--- src/rtl/kmeans_pkg.sv ---
// rtl/kmeans_pkg.sv - shared widths, FSM states and coordinate helper for the k-means cluster PE
//
// Purpose: width functions derived from the PE parameters, the update FSM
// state type, and a helper that pulls one coordinate out of a packed vector.
// Ports: none (package).
package kmeans_pkg;

    // Widest packed vector the coordinate helper accepts.
    localparam int MAX_VEC_W = 1024;

    typedef enum logic [1:0] {
        IDLE,
        DIV,
        DONE
    } state_t;

    function automatic int cnt_w(input int max_n);
        return $clog2(max_n + 1);
    endfunction

    function automatic int acc_w(input int dim_w, input int max_n);
        return dim_w + cnt_w(max_n);
    endfunction

    function automatic int dep_w(input int max_depth);
        return (max_depth > 1) ? $clog2(max_depth) : 1;
    endfunction

    function automatic int c_w(input int dim, input int dim_w);
        return dim * dim_w;
    endfunction

    // Coordinate idx (w bits each, coordinate 0 in the LSBs), zero-extended.
    function automatic logic [31:0] coord_slice(input logic [MAX_VEC_W-1:0] vec,
                                                input int idx, input int w);
        return 32'(vec >> (idx * w)) & ((32'd1 << w) - 32'd1);
    endfunction

endpackage

--- src/rtl/kmeans_cluster_pe_divider.sv ---
// rtl/kmeans_cluster_pe_divider.sv - restoring sequential divider with start/done
//
// Purpose: unsigned dividend/divisor restoring division, one quotient bit per
// cycle. start loads the operands; DVD_W cycles later done pulses for one
// cycle with the quotient (truncated to Q_W bits) valid.
// Ports: clk, rst (sync, active-high), start, dividend[DVD_W], divisor[DVS_W],
//        quotient[Q_W], done.
module seq_divider #(
    parameter int DVD_W = 11,
    parameter int DVS_W = 3,
    parameter int Q_W   = 8
) (
    input  logic             clk,
    input  logic             rst,
    input  logic             start,
    input  logic [DVD_W-1:0] dividend,
    input  logic [DVS_W-1:0] divisor,
    output logic [Q_W-1:0]   quotient,
    output logic             done
);

    localparam int IT_W = $clog2(DVD_W + 1);

    logic [DVD_W-1:0] quo;
    logic [DVS_W-1:0] rem;
    logic [IT_W-1:0]  iter;
    logic             busy;
    logic [DVS_W:0]   trial;

    // The remainder stays below the divisor, so the shifted trial value
    // always fits in one extra bit.
    assign trial    = {rem, quo[DVD_W-1]};
    assign quotient = quo[Q_W-1:0];

    always_ff @(posedge clk) begin
        if (rst) begin
            quo  <= '0;
            rem  <= '0;
            iter <= '0;
            busy <= 1'b0;
            done <= 1'b0;
        end else begin
            done <= 1'b0;
            if (start) begin
                quo  <= dividend;
                rem  <= '0;
                iter <= IT_W'(DVD_W);
                busy <= 1'b1;
            end else if (busy) begin
                if (trial >= {1'b0, divisor}) begin
                    rem <= DVS_W'(trial - {1'b0, divisor});
                    quo <= {quo[DVD_W-2:0], 1'b1};
                end else begin
                    rem <= trial[DVS_W-1:0];
                    quo <= {quo[DVD_W-2:0], 1'b0};
                end
                iter <= iter - 1'b1;
                if (iter == IT_W'(1)) begin
                    busy <= 1'b0;
                    done <= 1'b1;
                end
            end
        end
    end

endmodule

--- src/rtl/kmeans_cluster_pe.sv ---
// rtl/kmeans_cluster_pe.sv - k-means cluster centre PE and kd-tree sorting node
//
// Purpose: holds one DIM-dimensional cluster centre, accumulates assigned
// points, recomputes the centre as the truncated mean on update_start, and
// swaps centres with parent/child nodes while its time-to-live is non-zero.
// Ports: clk, rst (sync, active-high), depth; point stream pt_valid/pt_ready/
//        pt_data/pt_assign; forwarded point_out/point_out_valid/go_left;
//        sort_load/next_level; parent_swap/child_swap with parent_in/child_in/
//        parent_out/child_out; update_start/update_done; center/count/stable/overflow.
module kmeans_cluster_pe
    import kmeans_pkg::*;
#(
    parameter int DIM       = 3,
    parameter int DIM_W     = 8,
    parameter int MAX_N     = 1000,
    parameter int MAX_DEPTH = 16,
    parameter logic [DIM*DIM_W-1:0] INIT_CENTER = '0,
    localparam int CNT_W = cnt_w(MAX_N),
    localparam int ACC_W = acc_w(DIM_W, MAX_N),
    localparam int DEP_W = dep_w(MAX_DEPTH),
    localparam int C_W   = c_w(DIM, DIM_W)
) (
    input  logic             clk,
    input  logic             rst,
    input  logic [DEP_W-1:0] depth,
    input  logic             pt_valid,
    output logic             pt_ready,
    input  logic [C_W-1:0]   pt_data,
    input  logic             pt_assign,
    output logic [C_W-1:0]   point_out,
    output logic             point_out_valid,
    output logic             go_left,
    input  logic             sort_load,
    input  logic             next_level,
    input  logic             parent_swap,
    input  logic             child_swap,
    input  logic [C_W-1:0]   parent_in,
    input  logic [C_W-1:0]   child_in,
    output logic [C_W-1:0]   parent_out,
    output logic [C_W-1:0]   child_out,
    input  logic             update_start,
    output logic             update_done,
    output logic [C_W-1:0]   center,
    output logic [CNT_W-1:0] count,
    output logic             stable,
    output logic             overflow
);

    localparam int IDX_W = (DIM > 1) ? $clog2(DIM) : 1;
    localparam int PH_W  = $clog2(ACC_W + 1);

    state_t            state, state_next;
    logic [ACC_W-1:0]  acc [DIM];
    logic [IDX_W-1:0]  dim_idx, cap_idx;
    logic [PH_W-1:0]   phase;
    logic [C_W-1:0]    new_center, nc_merged;
    logic [DEP_W-1:0]  ttl;
    logic [CNT_W-1:0]  count_next;
    logic              accept, add_pt, count_full;
    logic              swap_en, do_parent, do_child;
    logic              div_start, div_done;
    logic [DIM_W-1:0]  div_quot, axis_pt, axis_ctr;
    int                axis;

    assign pt_ready   = (state == IDLE);
    assign accept     = pt_valid && pt_ready;
    assign count_full = (count == CNT_W'(MAX_N));
    assign add_pt     = accept && pt_assign && !count_full;
    // Count including this cycle's point, so a point arriving with
    // update_start takes part in the division (and defeats the empty skip).
    assign count_next = add_pt ? count + 1'b1 : count;

    assign axis     = int'(depth) % DIM;
    assign axis_pt  = DIM_W'(coord_slice(MAX_VEC_W'(pt_data), axis, DIM_W));
    assign axis_ctr = DIM_W'(coord_slice(MAX_VEC_W'(center), axis, DIM_W));

    // update_start takes precedence over any swap request in the same cycle.
    assign swap_en   = pt_ready && (ttl != '0) && !update_start;
    assign do_parent = swap_en && parent_swap;
    assign do_child  = swap_en && !parent_swap && child_swap;

    // Each dimension gets phase 0 (divider load) then ACC_W iteration cycles.
    assign div_start = (state == DIV) && (phase == '0);

    seq_divider #(
        .DVD_W (ACC_W),
        .DVS_W (CNT_W),
        .Q_W   (DIM_W)
    ) u_div (
        .clk      (clk),
        .rst      (rst),
        .start    (div_start),
        .dividend (acc[dim_idx]),
        .divisor  (count),
        .quotient (div_quot),
        .done     (div_done)
    );

    // A quotient lands in the cycle after its last iteration: the next
    // dimension's load cycle, or DONE for the final dimension. Merging it
    // here lets DONE see the complete new centre.
    always_comb begin
        nc_merged = new_center;
        if (div_done) begin
            nc_merged[cap_idx*DIM_W +: DIM_W] = div_quot;
        end
    end

    always_comb begin
        state_next = state;
        case (state)
            IDLE: if (update_start) state_next = (count_next == '0) ? DONE : DIV;
            DIV:  if (phase == PH_W'(ACC_W) && dim_idx == IDX_W'(DIM - 1)) state_next = DONE;
            DONE: state_next = IDLE;
            default: state_next = IDLE;
        endcase
    end

    always_ff @(posedge clk) begin
        if (rst) state <= IDLE;
        else     state <= state_next;
    end

    always_ff @(posedge clk) begin
        if (rst) begin
            center          <= INIT_CENTER;
            new_center      <= '0;
            parent_out      <= '0;
            child_out       <= '0;
            point_out       <= '0;
            point_out_valid <= 1'b0;
            go_left         <= 1'b0;
            update_done     <= 1'b0;
            stable          <= 1'b0;
            overflow        <= 1'b0;
            count           <= '0;
            ttl             <= '0;
            dim_idx         <= '0;
            cap_idx         <= '0;
            phase           <= '0;
            for (int d = 0; d < DIM; d++) acc[d] <= '0;
        end else begin
            point_out_valid <= accept;
            update_done     <= 1'b0;

            if (accept) begin
                point_out <= pt_data;
                go_left   <= (axis_pt < axis_ctr);
            end
            if (add_pt) begin
                for (int d = 0; d < DIM; d++) begin
                    acc[d] <= acc[d] + ACC_W'(pt_data[d*DIM_W +: DIM_W]);
                end
                count <= count_next;
            end
            if (accept && pt_assign && count_full) overflow <= 1'b1;

            if (sort_load)                      ttl <= depth;
            else if (next_level && ttl != '0)   ttl <= ttl - 1'b1;

            if (do_parent) begin
                parent_out <= center;
                center     <= parent_in;
                stable     <= 1'b0;
            end else if (do_child) begin
                child_out <= center;
                center    <= child_in;
                stable    <= 1'b0;
            end

            if (state == DIV) begin
                if (phase == PH_W'(ACC_W)) begin
                    phase   <= '0;
                    dim_idx <= dim_idx + 1'b1;
                end else begin
                    phase <= phase + 1'b1;
                end
            end else begin
                phase   <= '0;
                dim_idx <= '0;
            end
            if (div_start) cap_idx <= dim_idx;
            if (div_done)  new_center <= nc_merged;

            if (state == DONE) begin
                update_done <= 1'b1;
                if (count != '0) begin
                    stable <= (nc_merged == center);
                    center <= nc_merged;
                end else begin
                    stable <= 1'b1;
                end
                count <= '0;
                for (int d = 0; d < DIM; d++) acc[d] <= '0;
            end
        end
    end

endmodule

--- config.mk ---
export PLATFORM = sky130hd
export DESIGN_NAME = kmeans_cluster_pe
export DESIGN_NICKNAME = d
export VERILOG_FILES = /design/src/rtl/kmeans_pkg.sv /design/src/rtl/kmeans_cluster_pe_divider.sv /design/src/rtl/kmeans_cluster_pe.sv
export SDC_FILE = /design/constraint.sdc
export NUM_CORES = 1
export LEC_CHECK = 0
export ABC_CLOCK_PERIOD_IN_PS = 6000
export CAP_MARGIN = 10
export CORE_MARGIN = 5
export CORE_UTILIZATION = 23
export CTS_CLUSTER_SIZE = 25
export DETAILED_ROUTE_END_ITERATION = 16
export MAX_ROUTING_LAYER = met4
export PLACE_DENSITY = 0.41
export SLEW_MARGIN = 0
export SYNTH_ARGS = -nofsm -noshare
export SYNTH_HDL_FRONTEND = slang
export SYNTH_HIERARCHICAL = 1
export SYNTH_SLANG_ARGS = --single-unit
export TNS_END_PERCENT = 100
--- constraint.sdc ---
create_clock -name clk -period 6 [get_ports clk]
set_clock_uncertainty 0.2 [all_clocks]
set_input_delay 0.6 -clock clk [delete_from_list [all_inputs] [get_ports clk]]
set_output_delay 0.6 -clock clk [all_outputs]
set_load 0.05 [all_outputs]
==> results_dict.tcl <==
set metrics [dict create \
    status "complete, no violations" \
    cp-end-kind "flip-flop" \
    powerDensity_nw_per_um2 290 \
    cts_buffer_depth 3 \
    postLayoutCellArea_um2 16700 \
    remaining_drc_errors 0 \
    design.die.area_um2 62000 \
    synth.top_cells.by_count "nand2_1 (219), dfxtp_1 (187), nor2_1 (167), a21oi_1 (139), clkbuf_1 (63)" \
    netlist_area_um2 13100 \
    crit_arrival_ns 5.74 \
    die_h_um 249 \
    place.gp.congestion 0.859 \
    grt_pass1_wl_mm 71.4 \
    num_io_pins 197 \
    rr_endpoint "stable" \
    ys_ff_latch 241 \
    synth-edff-count 54 \
    worst_pin_slew_ns 1.13 \
    worstHoldPathCells 2 \
    fillers 5987 \
    hp-start "rst" \
    cts_resized 0 \
    worstPathRequired_ns 6.27 \
    cts_root_buffer "clkbuf_16" \
    post_cts_hold_buffer_count 0 \
    overflow 0 \
    cts_buffers 30 \
    cts_setup_buffers 0 \
    cts_tree "done" \
    startpoint_type "primary input" \
    grt_max_degree 63 \
    layout.cells.non_filler 2442 \
    clock.fmax_ghz 0.183 \
    port_buffers 196 \
    viasPerCell 4.73 \
    rsz0062_at_grt "no" \
    final_util 0.296 \
    reg2reg_slack_ns 1.88 \
    worstSetupPathType "primary input to flip-flop" \
    core_area_um2 56500 \
    drtAntennaViolNets 0 \
    leakagePower_nw 5.84 \
    critPathLaunch "depth[2]" \
    whs_ns 0.179 \
    hold_viol 0 \
    nNetsFinal 1808 \
    place_inst 2385 \
    yosysTopAreaCell "dfxtp_1" \
    hold_end "parent_out[23]" \
    clock_sinks 241 \
    irDropWorstVdd_uv 215 \
    clkTransAtPathRegs_ns 0.06 \
    rows 87 \
    syn_area_per_cell_um2 8.69 \
    antenna_found_initial 1 \
    place_area_um2 15700 \
    synthMostInstantiatedCell "nand2_1" \
    wl_per_cell_um 19.3 \
    drive_gt1_frac 0.0593 \
    drt_iter0_markers 641 \
    async_reset_ff_frac 0 \
    grt_usage 0.148 \
    synthDistinctLibCells 80 \
    reg2reg_depth 9 \
    drv_slew 0 \
    synth_area_leaders "dfxtp_1 (28%), edfxtp_1 (12%), nand2_1 (6.3%), ha_1 (5.5%), a21oi_1 (5.3%)" \
    ys_dominant_reg_cell "dfxtp_1" \
    drt_pass1_iterations 7 \
    synth_cells 1512 \
    setup-tns-final_ns 0 \
    syn_nets 1659 \
    start_util 0.233 \
    cp_max_fo 8 \
    vias 11500 \
    grt_pass1_vias 11300 \
    reg2reg_from "cap_idx[0]" \
    die_width_um 249 \
    drv_cap 0 \
    clk-insertion-delay-late_ns 0.57 \
    post-route-min-period_ns 5.46 \
    setup_violations 0 \
    syn2layout_area_growth_pct 27.3 \
    hold_class "primary input to flip-flop" \
    slew_headroom 0.248 \
    netlist.area_leader.share 0.285 \
    finalCritPeriodShare 0.910 \
    ys_warn_count 6 \
    htreeDepth 1 \
    hpwl_mm 34.4 \
    ys_seq_area_frac 0.408 \
    wl_mm 47.1 \
]
==> kinds of logic after synthesis <==
family,Yosys count,synth area share
xor+xnor,87,0.0580
compound gates,375,0.196
buf+inv,147,0.0494
flops,241,0.408
fa+ha+maj,62,0.0613
simple gates,553,0.191
mux,47,0.0367
==> final cells by class <==
cell class                      count  area (um^2)  share of cell area
Timing Repair Buffer              213         2090               0.125
Clock inverter                     12         81.3             0.00486
Sequential cell                   241         5370               0.321
Tap cell                          756          946              0.0565
Antenna cell                        1         2.50            0.000150
Inverter                           51          191              0.0114
Clock buffer                       44          906              0.0541
Multi-Input combinational cell   1124         7150               0.427
==> power breakdown <==
| group | leakage [nW] | switching [mW] | internal (mW) |
|---|---|---|---|
| clock | 0.495 | 0.758 | 1.08 |
| combinational | 3.25 | 0.675 | 0.432 |
| sequential | 2.10 | 0.137 | 1.77 |
| total | 5.84 | 1.57 | 3.29 |
==> through the flow <==
stage / total power, mW / setup WS, ns
after global routing: 5.10 / 0.236
final: 4.85 / 0.537
after CTS: 4.93 / 0.660
after global placement: 3.05 / 0.211
after floorplan: 2.68 / 0.693
after detailed placement: 3.05 / 0.0702
==> cell usage in the layout (no fill, tap or decap), types with 5 or more instances in the layout <==
master and n:
a2111oi_0 6, a211oi_1 60, a21o_1 12, a21oi_1 138, a222oi_1 14, a22o_1 23, a22oi_1 6, a32oi_1 19
and2_1 11, and3_1 11, buf_4 18, clkbuf_1 6, clkbuf_16 32, clkbuf_8 6, clkdlybuf4s50_1 195, clkinv_2 8
dfxtp_1 186, edfxtp_1 54, ha_1 58, inv_1 51, mux2i_1 46, nand2_1 218, nand2b_1 9, nand3_1 31
nand3b_1 6, nand4_1 5, nor2_1 167, nor2b_1 15, nor3_1 22, nor4_1 8, o21ai_0 48, o31ai_1 6
or2_2 12, or3_1 9, xnor2_1 49, xor2_1 38
==> sequential cells by signal, indices dropped and copies added (netlist names), 4 cells and up, named ones only <==
register and flops:
u_div/iter 5, count 10, u_div/quo 18, u_div/rem 10, center 24, parent_out 24, ttl 4, child_out 24
new_center 24, phase 5, acc 54, point_out 24
==> routing by layer <==
metal / up-vias / GRT usage / part of all wire
li1: 5682 / - / -
met1: 5566 / 0.200 / 0.48
met2: 249 / 0.236 / 0.46
met3: 49 / 0.0293 / 0.047
met4: 0 / 0.0240 / 0.016
met5: - / - / 0
==> worst max path at each step <==
| stage | slack, ns | cells past startpoint | to |
|---|---|---|---|
| final | 0.54 | 24 | go_left |
| after global routing | 0.24 | 24 | go_left |
| after CTS | 0.66 | 23 | go_left |
| after detailed placement | 0.07 | 23 | go_left |
| after global placement | 0.21 | 23 | go_left |
| after floorplan | 0.69 | 23 | go_left |
==> worst max-delay path: stages <==
cell and delay, ns:
clkdlybuf4s50_1 0.50, inv_1 0.08, nor2_1 0.14, ha_1 0.29, a21bo_2 0.28, nand3_1 0.19, a21o_1 0.24, inv_1 0.10
ha_1 0.22, nand2b_1 0.19, a221oi_4 0.28, a21oi_2 0.15, o2bb2ai_2 0.23, buf_4 0.20, a222oi_1 0.36, nor2_1 0.10
ha_1 0.32, a21oi_1 0.14, nor2b_1 0.06, o21ai_0 0.15, nand3b_1 0.13, or4_1 0.44, o221a_2 0.26, o31ai_1 0.06
Power figures use the tool's default switching activity.
